==> src/rtl/opl3_pkg.sv <==
`default_nettype none
// +----------------------------------------------------------------------+
// | opl3_pkg                                                             |
// | Shared widths, defaults and ym_smp encodings for the YMF262 stream.  |
// | Revision: 1.0                                                        |
// +----------------------------------------------------------------------+
package opl3_pkg;

   localparam int c_sample_w      = 16;
   localparam int c_def_dclk_div  = 16;
   localparam int c_def_idle_bits = 4;

   typedef enum logic [1:0] {
      SMP_IDLE  = 2'b00,
      SMP_LEFT  = 2'b01,
      SMP_RIGHT = 2'b10
   } smp_e;

endpackage
`default_nettype wire

==> src/rtl/ym_stream_tx_if.sv <==
`default_nettype none
// +----------------------------------------------------------------------+
// | ym_stream_tx_if                                                      |
// | Valid/ready stereo sample handshake feeding the YMF262 serialiser.   |
// | Revision: 1.0                                                        |
// +----------------------------------------------------------------------+
interface ym_stream_tx_if;
   import opl3_pkg::*;

   logic                  s_valid;
   logic                  s_ready;
   logic [c_sample_w-1:0] s_left;
   logic [c_sample_w-1:0] s_right;

   modport master (output s_valid, output s_left, output s_right, input s_ready);
   modport slave  (input s_valid, input s_left, input s_right, output s_ready);

endinterface
`default_nettype wire

==> src/rtl/ym_dclk_gen.sv <==
`default_nettype none
// +----------------------------------------------------------------------+
// | ym_dclk_gen                                                          |
// | Divides clk28 into the 50 % duty ym_dclk and flags its falling edge. |
// | Revision: 1.0                                                        |
// +----------------------------------------------------------------------+
module ym_dclk_gen
   import opl3_pkg::*;
#(
   parameter int DCLK_DIV = c_def_dclk_div
) (
   input  wire  clk28,
   input  wire  rst,
   output logic o_dclk,
   output logic o_fall
);

   localparam int                 c_cnt_w   = $clog2(DCLK_DIV);
   localparam logic [c_cnt_w-1:0] c_half_m1 = c_cnt_w'(DCLK_DIV / 2 - 1);
   localparam logic [c_cnt_w-1:0] c_last    = c_cnt_w'(DCLK_DIV - 1);

   logic [c_cnt_w-1:0] r_div_cnt;
   logic               r_dclk;
   logic               w_rise;
   logic               w_fall;

   // Strobes mark the clk28 edge on which ym_dclk changes, so the framer
   // can update data on exactly the same edge as the falling bit clock.
   assign w_rise = (r_div_cnt == c_half_m1);
   assign w_fall = (r_div_cnt == c_last);

   always_ff @(posedge clk28 or posedge rst) begin
      if (rst) begin
         r_div_cnt <= '0;
         r_dclk    <= 1'b0;
      end else begin
         r_div_cnt <= w_fall ? '0 : r_div_cnt + 1'b1;
         if (w_rise) begin
            r_dclk <= 1'b1;
         end else if (w_fall) begin
            r_dclk <= 1'b0;
         end
      end
   end

   assign o_dclk = r_dclk;
   assign o_fall = w_fall;

endmodule
`default_nettype wire

==> src/rtl/ym_stream_tx.sv <==
`default_nettype none
// +----------------------------------------------------------------------+
// | ym_stream_tx                                                         |
// | Serialises 16-bit stereo pairs onto the YMF262 LSB-first stream.     |
// | Revision: 1.0                                                        |
// +----------------------------------------------------------------------+
module ym_stream_tx
   import opl3_pkg::*;
#(
   parameter int DCLK_DIV  = c_def_dclk_div,
   parameter int IDLE_BITS = c_def_idle_bits
) (
   input  wire                 clk28,
   input  wire                 rst,
   ym_stream_tx_if.slave       s_if,
   output logic                ym_dclk,
   output logic [1:0]          ym_smp,
   output logic                ym_data,
   output logic                frame_start,
   output logic                underrun
);

   localparam int                 c_frame_bits = 32 + IDLE_BITS;
   localparam int                 c_bit_w      = $clog2(c_frame_bits);
   localparam logic [c_bit_w-1:0] c_last_slot  = c_bit_w'(c_frame_bits - 1);

   logic                    w_fall;
   logic                    w_accept;
   logic [c_bit_w-1:0]      w_next_slot;
   logic [31:0]             w_slot_ext;
   logic [31:0]             w_load_word;

   logic [c_bit_w-1:0]      r_bit_cnt;
   logic [31:0]             r_hold;
   logic                    r_hold_full;
   logic [31:0]             r_last;
   logic [c_sample_w-1:0]   r_shift_l;
   logic [c_sample_w-1:0]   r_shift_r;
   smp_e                    r_smp;
   logic                    r_data;
   logic                    r_frame_start;
   logic                    r_underrun;

   ym_dclk_gen #(
      .DCLK_DIV (DCLK_DIV)
   ) u_dclk_gen (
      .clk28  (clk28),
      .rst    (rst),
      .o_dclk (ym_dclk),
      .o_fall (w_fall)
   );

   assign w_accept    = s_if.s_valid & ~r_hold_full;
   assign w_next_slot = (r_bit_cnt == c_last_slot) ? '0 : r_bit_cnt + 1'b1;
   assign w_slot_ext  = 32'(w_next_slot);
   // An empty holding register at slot 0 replays the previous frame.
   assign w_load_word = r_hold_full ? r_hold : r_last;

   always_ff @(posedge clk28 or posedge rst) begin
      if (rst) begin
         r_bit_cnt     <= c_last_slot;
         r_hold        <= '0;
         r_hold_full   <= 1'b0;
         r_last        <= '0;
         r_shift_l     <= '0;
         r_shift_r     <= '0;
         r_smp         <= SMP_IDLE;
         r_data        <= 1'b0;
         r_frame_start <= 1'b0;
         r_underrun    <= 1'b0;
      end else begin
         r_frame_start <= 1'b0;
         r_underrun    <= 1'b0;

         if (w_accept) begin
            r_hold      <= {s_if.s_left, s_if.s_right};
            r_hold_full <= 1'b1;
         end

         if (w_fall) begin
            r_bit_cnt <= w_next_slot;
            if (w_next_slot == '0) begin
               r_frame_start <= 1'b1;
               r_underrun    <= ~r_hold_full;
               if (r_hold_full) begin
                  r_hold_full <= 1'b0;
                  r_last      <= r_hold;
               end
               // Left bit 0 goes out now; the remaining 15 bits wait in the shifter.
               r_shift_l <= {1'b0, w_load_word[31:17]};
               r_shift_r <= w_load_word[15:0];
               r_data    <= w_load_word[16];
               r_smp     <= SMP_LEFT;
            end else if (w_slot_ext < 32'd16) begin
               r_data    <= r_shift_l[0];
               r_shift_l <= r_shift_l >> 1;
               r_smp     <= SMP_LEFT;
            end else if (w_slot_ext < 32'd32) begin
               r_data    <= r_shift_r[0];
               r_shift_r <= r_shift_r >> 1;
               r_smp     <= SMP_RIGHT;
            end else begin
               r_data    <= 1'b0;
               r_smp     <= SMP_IDLE;
            end
         end
      end
   end

   assign s_if.s_ready = ~r_hold_full;
   assign ym_smp       = r_smp;
   assign ym_data      = r_data;
   assign frame_start  = r_frame_start;
   assign underrun     = r_underrun;

endmodule
`default_nettype wire

==> src/flat_wrapper.sv <==
// flat-port wrapper written by rule: the top's interface ports become plain ports
module ym_stream_tx_flat import opl3_pkg::*;
#(
   parameter int DCLK_DIV  = c_def_dclk_div,
   parameter int IDLE_BITS = c_def_idle_bits
)
  (clk28, rst, ym_dclk, ym_smp, ym_data, frame_start, underrun, s_if_s_valid, s_if_s_left, s_if_s_right, s_if_s_ready);
  ym_stream_tx_if s_if_i ();
  input  wire clk28;
  input  wire rst;
  output logic ym_dclk;
  output logic [1:0] ym_smp;
  output logic ym_data;
  output logic frame_start;
  output logic underrun;
  input wire logic [$bits(s_if_i.s_valid)-1:0] s_if_s_valid;
  input wire logic [$bits(s_if_i.s_left)-1:0] s_if_s_left;
  input wire logic [$bits(s_if_i.s_right)-1:0] s_if_s_right;
  output wire logic [$bits(s_if_i.s_ready)-1:0] s_if_s_ready;
  assign s_if_i.s_valid = s_if_s_valid;
  assign s_if_i.s_left = s_if_s_left;
  assign s_if_i.s_right = s_if_s_right;
  assign s_if_s_ready = s_if_i.s_ready;
  ym_stream_tx #(.DCLK_DIV(DCLK_DIV), .IDLE_BITS(IDLE_BITS)) u_core (.clk28(clk28), .rst(rst), .s_if(s_if_i), .ym_dclk(ym_dclk), .ym_smp(ym_smp), .ym_data(ym_data), .frame_start(frame_start), .underrun(underrun));
endmodule
==> config.mk <==
export PLATFORM = sky130hd
export DESIGN_NAME = ym_stream_tx_flat
export DESIGN_NICKNAME = d
export VERILOG_FILES = /design/src/rtl/opl3_pkg.sv /design/src/rtl/ym_stream_tx_if.sv /design/src/rtl/ym_dclk_gen.sv /design/src/rtl/ym_stream_tx.sv /design/src/flat_wrapper.sv
export SDC_FILE = /design/constraint.sdc
export NUM_CORES = 1
export LEC_CHECK = 0
export CAP_MARGIN = 30
export CORE_MARGIN = 3
export CORE_UTILIZATION = 52
export DETAILED_ROUTE_END_ITERATION = 10
export PLACE_DENSITY = 0.77
export SYNTH_ARGS = -nofsm -noshare
export SYNTH_HDL_FRONTEND = slang
export SYNTH_SLANG_ARGS = --single-unit
==> constraint.sdc <==
create_clock -name clk28 -period 3.5 [get_ports clk28]
set_input_delay 0.7 -clock clk28 [delete_from_list [all_inputs] [get_ports clk28]]
set_output_delay 0.7 -clock clk28 [all_outputs]
set_load 0.02 [all_outputs]
# Word level (Yosys, flattened, before mapping)
# Index checks and enable logic that the tools add are counted.
[totals] elab_cells=53 ff_bits=113 in_bits=35
[classes] muxes=24 reduce_logical=7 n_lt_le_gt_ge=2 n_addsub=2 bitwise_logic=2 eq_ne=4
[ops] cell="2-to-1 mux 16 bit" count=5
[ops] cell="2-to-1 mux 32 bit" count=1
[ops] cell="2-to-1 mux 1 bit" count=13
[ops] cell="adder 6 x 1 -> 6 bit, second input constant" count=1
[ops] cell="equality test 6 bit, second input constant" count=1
[ops] cell="logical NOT 6 bit" count=1
[ops] cell="less-than comparator 6 x 5 -> 1 bit, second input constant" count=1
[ops] cell="less-than comparator 6 bit, second input constant" count=1
[ops] cell="2-to-1 mux 2 bit" count=3
[ops] cell="2-to-1 mux 6 bit" count=1
[ops] cell="nonzero test 2 bit" count=3
[ops] cell="adder 4 x 1 -> 4 bit, second input constant" count=1
[ops] cell="equality test 4 x 3 -> 1 bit, second input constant" count=1
[ops] cell="equality test 4 bit, second input constant" count=1
[ops] cell="2-to-1 mux 4 bit" count=1
[ops] cell="AND reduction 2 bit" count=2
[ops] cell="AND reduction 3 bit" count=1
[ops] cell="inequality test 2 x 1 -> 1 bit, second input constant" count=1
[ops] cell="bitwise AND 1 bit" count=1
[ops] cell="NOT 1 bit" count=1

# Depth between registers and ports, before layout
[depth] ltp_word=6 mapped_depth=9 depth_no_buf=7

# By module
# A second synthesis with hierarchy kept.
[unflattened] cells_unflattened=392 hier_area_um2=5043.6
[modules_own_cells] module="ym_stream_tx" cells_per_inst=377 area_per_inst_um2=4849.7 n_inst=1
[modules_own_cells] module="ym_dclk_gen" cells_per_inst=15 area_per_inst_um2=193.9 n_inst=1

# Worst setup path after synthesis
# OpenSTA, ideal clock, no wires.
[synth_timing] kind="reg-to-reg" start="register u_core.r_bit_cnt[0]" end="register u_core.r_shift_r[0]" stages_incl_launch_ff=9 slack_ns=1.093 arrival_time_ns=2.282 n_path_buf=2 cell_sequence="dfstp_2 > ha_1 > buf_2 > nand3_1 > xnor2_1 > nand2_1 > o21ai_2 > buf_4 > mux2_2"
[synth_via] elab_chain_cells=5 word_cells_on_any_way=10
[synth_lines] item="from (decl)" line="ym_stream_tx.sv:33" text="logic [c_bit_w-1:0] r_bit_cnt;"
[synth_lines] item="from (signal assigned)" line="ym_stream_tx.sv:61" text="r_bit_cnt <= c_last_slot;"
[synth_lines] item="from (signal assigned)" line="ym_stream_tx.sv:81" text="r_bit_cnt <= w_next_slot;"
[synth_lines] item="adder 6 x 1 -> 6 bit or equality test 6 bit (tied branches)" line="ym_stream_tx.sv:54" text="assign w_next_slot = (r_bit_cnt == c_last_slot) ? '0 : r_bit_cnt + 1'b1;"
[synth_lines] item="2-to-1 mux 6 bit (*)" line="ym_stream_tx.sv:54"
[synth_lines] item="less-than comparator 6 x 5 -> 1 bit, or another cell as far along" line="ym_stream_tx.sv:94" text="end else if (w_slot_ext < 32'd16) begin"
[synth_lines] item="inequality test 2 x 1 -> 1 bit (no line) or nonzero test 2 bit (tied branches)"
[synth_lines] item="AND reduction 3 bit (no line)"
[synth_lines] item="to (signal assigned)" line="ym_stream_tx.sv:91" text="r_shift_r <= w_load_word[15:0];"
[synth_lines] item="to (signal assigned)" line="ym_stream_tx.sv:100" text="r_shift_r <= r_shift_r >> 1;"
[synth_lines] item="to (decl)" line="ym_stream_tx.sv:38" text="logic [c_sample_w-1:0] r_shift_r;"
# Every way passes the cells marked *; elsewhere a longest branch is shown, timed or not.
# A chain may end at the register's enable or synchronous reset.

# Worst setup path in the final report
[layout_timing] start="register u_core.r_bit_cnt[0]" end="register u_core.r_shift_r[3]"
# Same word-level chain as after synthesis.

==> results.json <==
{
  "place_inst": 544,
  "ys.flop_type": "dfrtp_1",
  "clkPwrFrac_pct": 26.8,
  "post_cts_buffers": 0,
  "start_util_pct": 54.59,
  "die_h_um": 105.4,
  "hp-start": "u_core.r_last[20]",
  "ys_seq_elements": 112,
  "syn_to_final_growth_pct": 13.73,
  "tightest_slew_ns": 0.7843,
  "final.setup.tns_ns": 0,
  "fp.dieW_um": 105.4,
  "mostFrequentLayoutCells": "108 x dfrtp_1, 87 x mux2_2, 53 x mux2i_1",
  "overflow": 0,
  "setup-violations-final": 0,
  "rsz0062_at_grt": "no",
  "fin_worst_skew_ns": 0.007656,
  "post-route-min-period_ns": 2.786,
  "grt_pass1_wl_um": 15070,
  "routed_wl_um": 8544,
  "ys_seq_area_share_pct": 54.60,
  "leakage_uw": 0.002664,
  "cts_tree": "done",
  "min_path_cells": 2,
  "cts-resized-gates": 0,
  "arrival_ns": 3.08,
  "ir_drop_v": 0.0002642,
  "cp.required_ns": 3.79,
  "cts_made_buffers": 9,
  "synth_area_leaders": "dfrtp_1 53%, mux2_2 19%, mux2i_1 10%, mux2_4 1.8%, inv_1 1.7%",
  "internal_power_uw": 1956,
  "yosys.area.top_type": "dfrtp_1",
  "numPortBuffers": 41,
  "netlist_area_mm2": 0.005140,
  "outcome": "finished clean",
  "wire_per_inst_um": 15.26,
  "synth_top_area_share_pct": 53.07,
  "cts_num_sinks": 112,
  "dp_slack_ns": 0.6899,
  "dr_total_vias": 3019,
  "first_pass_iters": 4,
  "via_per_inst": 5.391,
  "grt_max_degree": 50,
  "detail-route-antenna-nets": 0,
  "timing.final.crit_share_pct": 79.59,
  "power_switching_uw": 667.8,
  "syn_avg_cell_area_um2": 13.25,
  "layout.cells.non_filler": 560,
  "fp.dieArea_mm2": 0.01111,
  "rows": 35,
  "drt_iter0_markers": 154,
  "worstSetupStartpointType": "flip-flop",
  "nNetsFinal": 463,
  "antennaDiodeCount": 0,
  "dp_hpwl_um": 5919,
  "synth_nets": 425,
  "total_power_uw": 2624,
  "swShare_pct": 25.45,
  "pwr-share-seq_pct": 59.0,
  "gp_congestion": 0.8145,
  "crit_type": "reg -> reg",
  "r2r_cells": 7,
  "drive_gt1_share_pct": 30.39,
  "r2r_slack_ns": 0.71,
  "final_util_pct": 62.09,
  "grt_usage_pct": 16.77,
  "io_pins": 42,
  "hold_end": "u_core.r_last[20]",
  "cts_hold_buf": 0,
  "antenna_found_initial": 0,
  "fillers": 741,
  "maxSlewHeadroom_pct": 47.60,
  "cts_max_path_buffers": 2,
  "final_common_cell": "dfrtp_1",
  "drc": 0,
  "crit_fanout": 15,
  "clk_pin_slew_ns": 0.10,
  "slew_viol_final": 0,
  "first_global_vias": 3118,
  "comb_power_share_pct": 14.2,
  "ys_types": 40,
  "cap_violations": 0,
  "synthCells": 388,
  "setup_slack_ns": 0.7143,
  "r2r-end": "u_core.r_shift_r[3]",
  "yosysWarnings": 0,
  "htree_levels": 3,
  "max_freq_ghz": 0.3590,
  "end_kind": "flip-flop",
  "core_region_area_mm2": 0.009415,
  "cts-root-buf": "clkbuf_8",
  "hold_class": "reg -> reg",
  "synth_edf_count": 0,
  "worst_r2r_startpoint": "u_core.r_bit_cnt[0]",
  "final_hold_viol_count": 0,
  "ys_async_sr_fraction_pct": 100.0,
  "clock_latency_ns": 0.37,
  "p_per_area_mw_per_mm2": 448.9
}
## critical path, cell delays in order, from the launching register on
cell and delay, ns:
dfstp_2 0.59, ha_1 0.31, nand3_1 0.13, xnor2_1 0.45
nand2_1 0.15, o21ai_2 0.63, buf_4 0.25, mux2i_1 0.20
## through the flow
stage | hold slack, ns | instance area, um^2
floorplan | 0.4492 | 5144
global placement | 0.4625 | 5664
detailed placement | 0.4723 | 5664
CTS | 0.4926 | 5846
global route | 0.5260 | 5846
finish | 0.4861 | 5846
## registers in the layout, summed over array words and instances (netlist names)
name	cells
u_core.frame_start	1
u_core.r_bit_cnt	6
u_core.r_hold	32
u_core.r_hold_full	1
u_core.r_last	32
u_core.r_shift_l	15
u_core.r_shift_r	16
u_core.u_dclk_gen.o_dclk	1
u_core.u_dclk_gen.r_div_cnt	4
u_core.underrun	1
u_core.ym_data	1
u_core.ym_smp	2
## layout make-up
| cell class | count | area, um^2 | share of cell area (%) |
|---|---|---|---|
| sequential | 112 | 2808 | 48.03 |
| multi-input combinational | 229 | 2111 | 36.11 |
| timing repair buffer | 50 | 490.5 | 8.390 |
| tap | 129 | 161.4 | 2.761 |
| clock buffer | 10 | 137.6 | 2.354 |
| inverter | 24 | 93.84 | 1.605 |
| clock inverter | 6 | 43.79 | 0.7491 |
## power by group through the flow
stage | logic, uW | registers (uW) | clock network, uW
after global placement | 370 | 1570 | 0
after detailed placement | 380 | 1580 | 0
final | 372 | 1550 | 704
after CTS | 381 | 1550 | 743
after global routing | 410 | 1570 | 788
after floorplan | 289 | 1530 | 0
## cells in the mapped netlist, types with 3 or more instances
cell type,instances
a21o_1,3
a21oi_1,3
buf_2,7
clkbuf_1,8
dfrtp_1,109
dfstp_2,3
inv_1,23
mux2_2,87
mux2_4,6
mux2i_1,53
nand2_1,22
nand3_1,6
nand4_1,4
nor2_1,3
o21ai_0,15
o22ai_1,3
xnor2_1,4
## worst max-delay path by stage
stage / to / from / cells past startpoint / slack (ns)
detailed placement: u_core.r_shift_r[3] / u_core.r_bit_cnt[0] / 7 / 0.69
global placement: u_core.r_shift_r[12] / u_core.r_bit_cnt[0] / 6 / 0.81
floorplan: u_core.r_shift_r[0] / u_core.r_bit_cnt[0] / 8 / 1.09
global route: u_core.r_shift_r[3] / u_core.r_bit_cnt[1] / 7 / 0.45
finish: u_core.r_shift_r[3] / u_core.r_bit_cnt[0] / 7 / 0.71
CTS: u_core.r_shift_r[3] / u_core.r_bit_cnt[0] / 7 / 0.67
## layer usage
layer  share of wire, %  up-vias  global-route usage [%]
met4                1.8        0                   4.967
met1                 46     1523                   22.13
met2                 49       49                   27.41
li1                   -     1432                       -
met3                3.4       15                   4.287
met5                  0        -                       0
## kinds of logic after synthesis
family / synth area share, %
DFF: 54.60
xor gates and xnor gates: 1.022
and+or+nand+nor: 4.431
AOI/OAI and AO/OA: 3.846
buffers and inverters: 4.479
adders and majority gates: 0.4868
muxes: 31.13
Note: power is estimated with default switching activity, not from simulation.
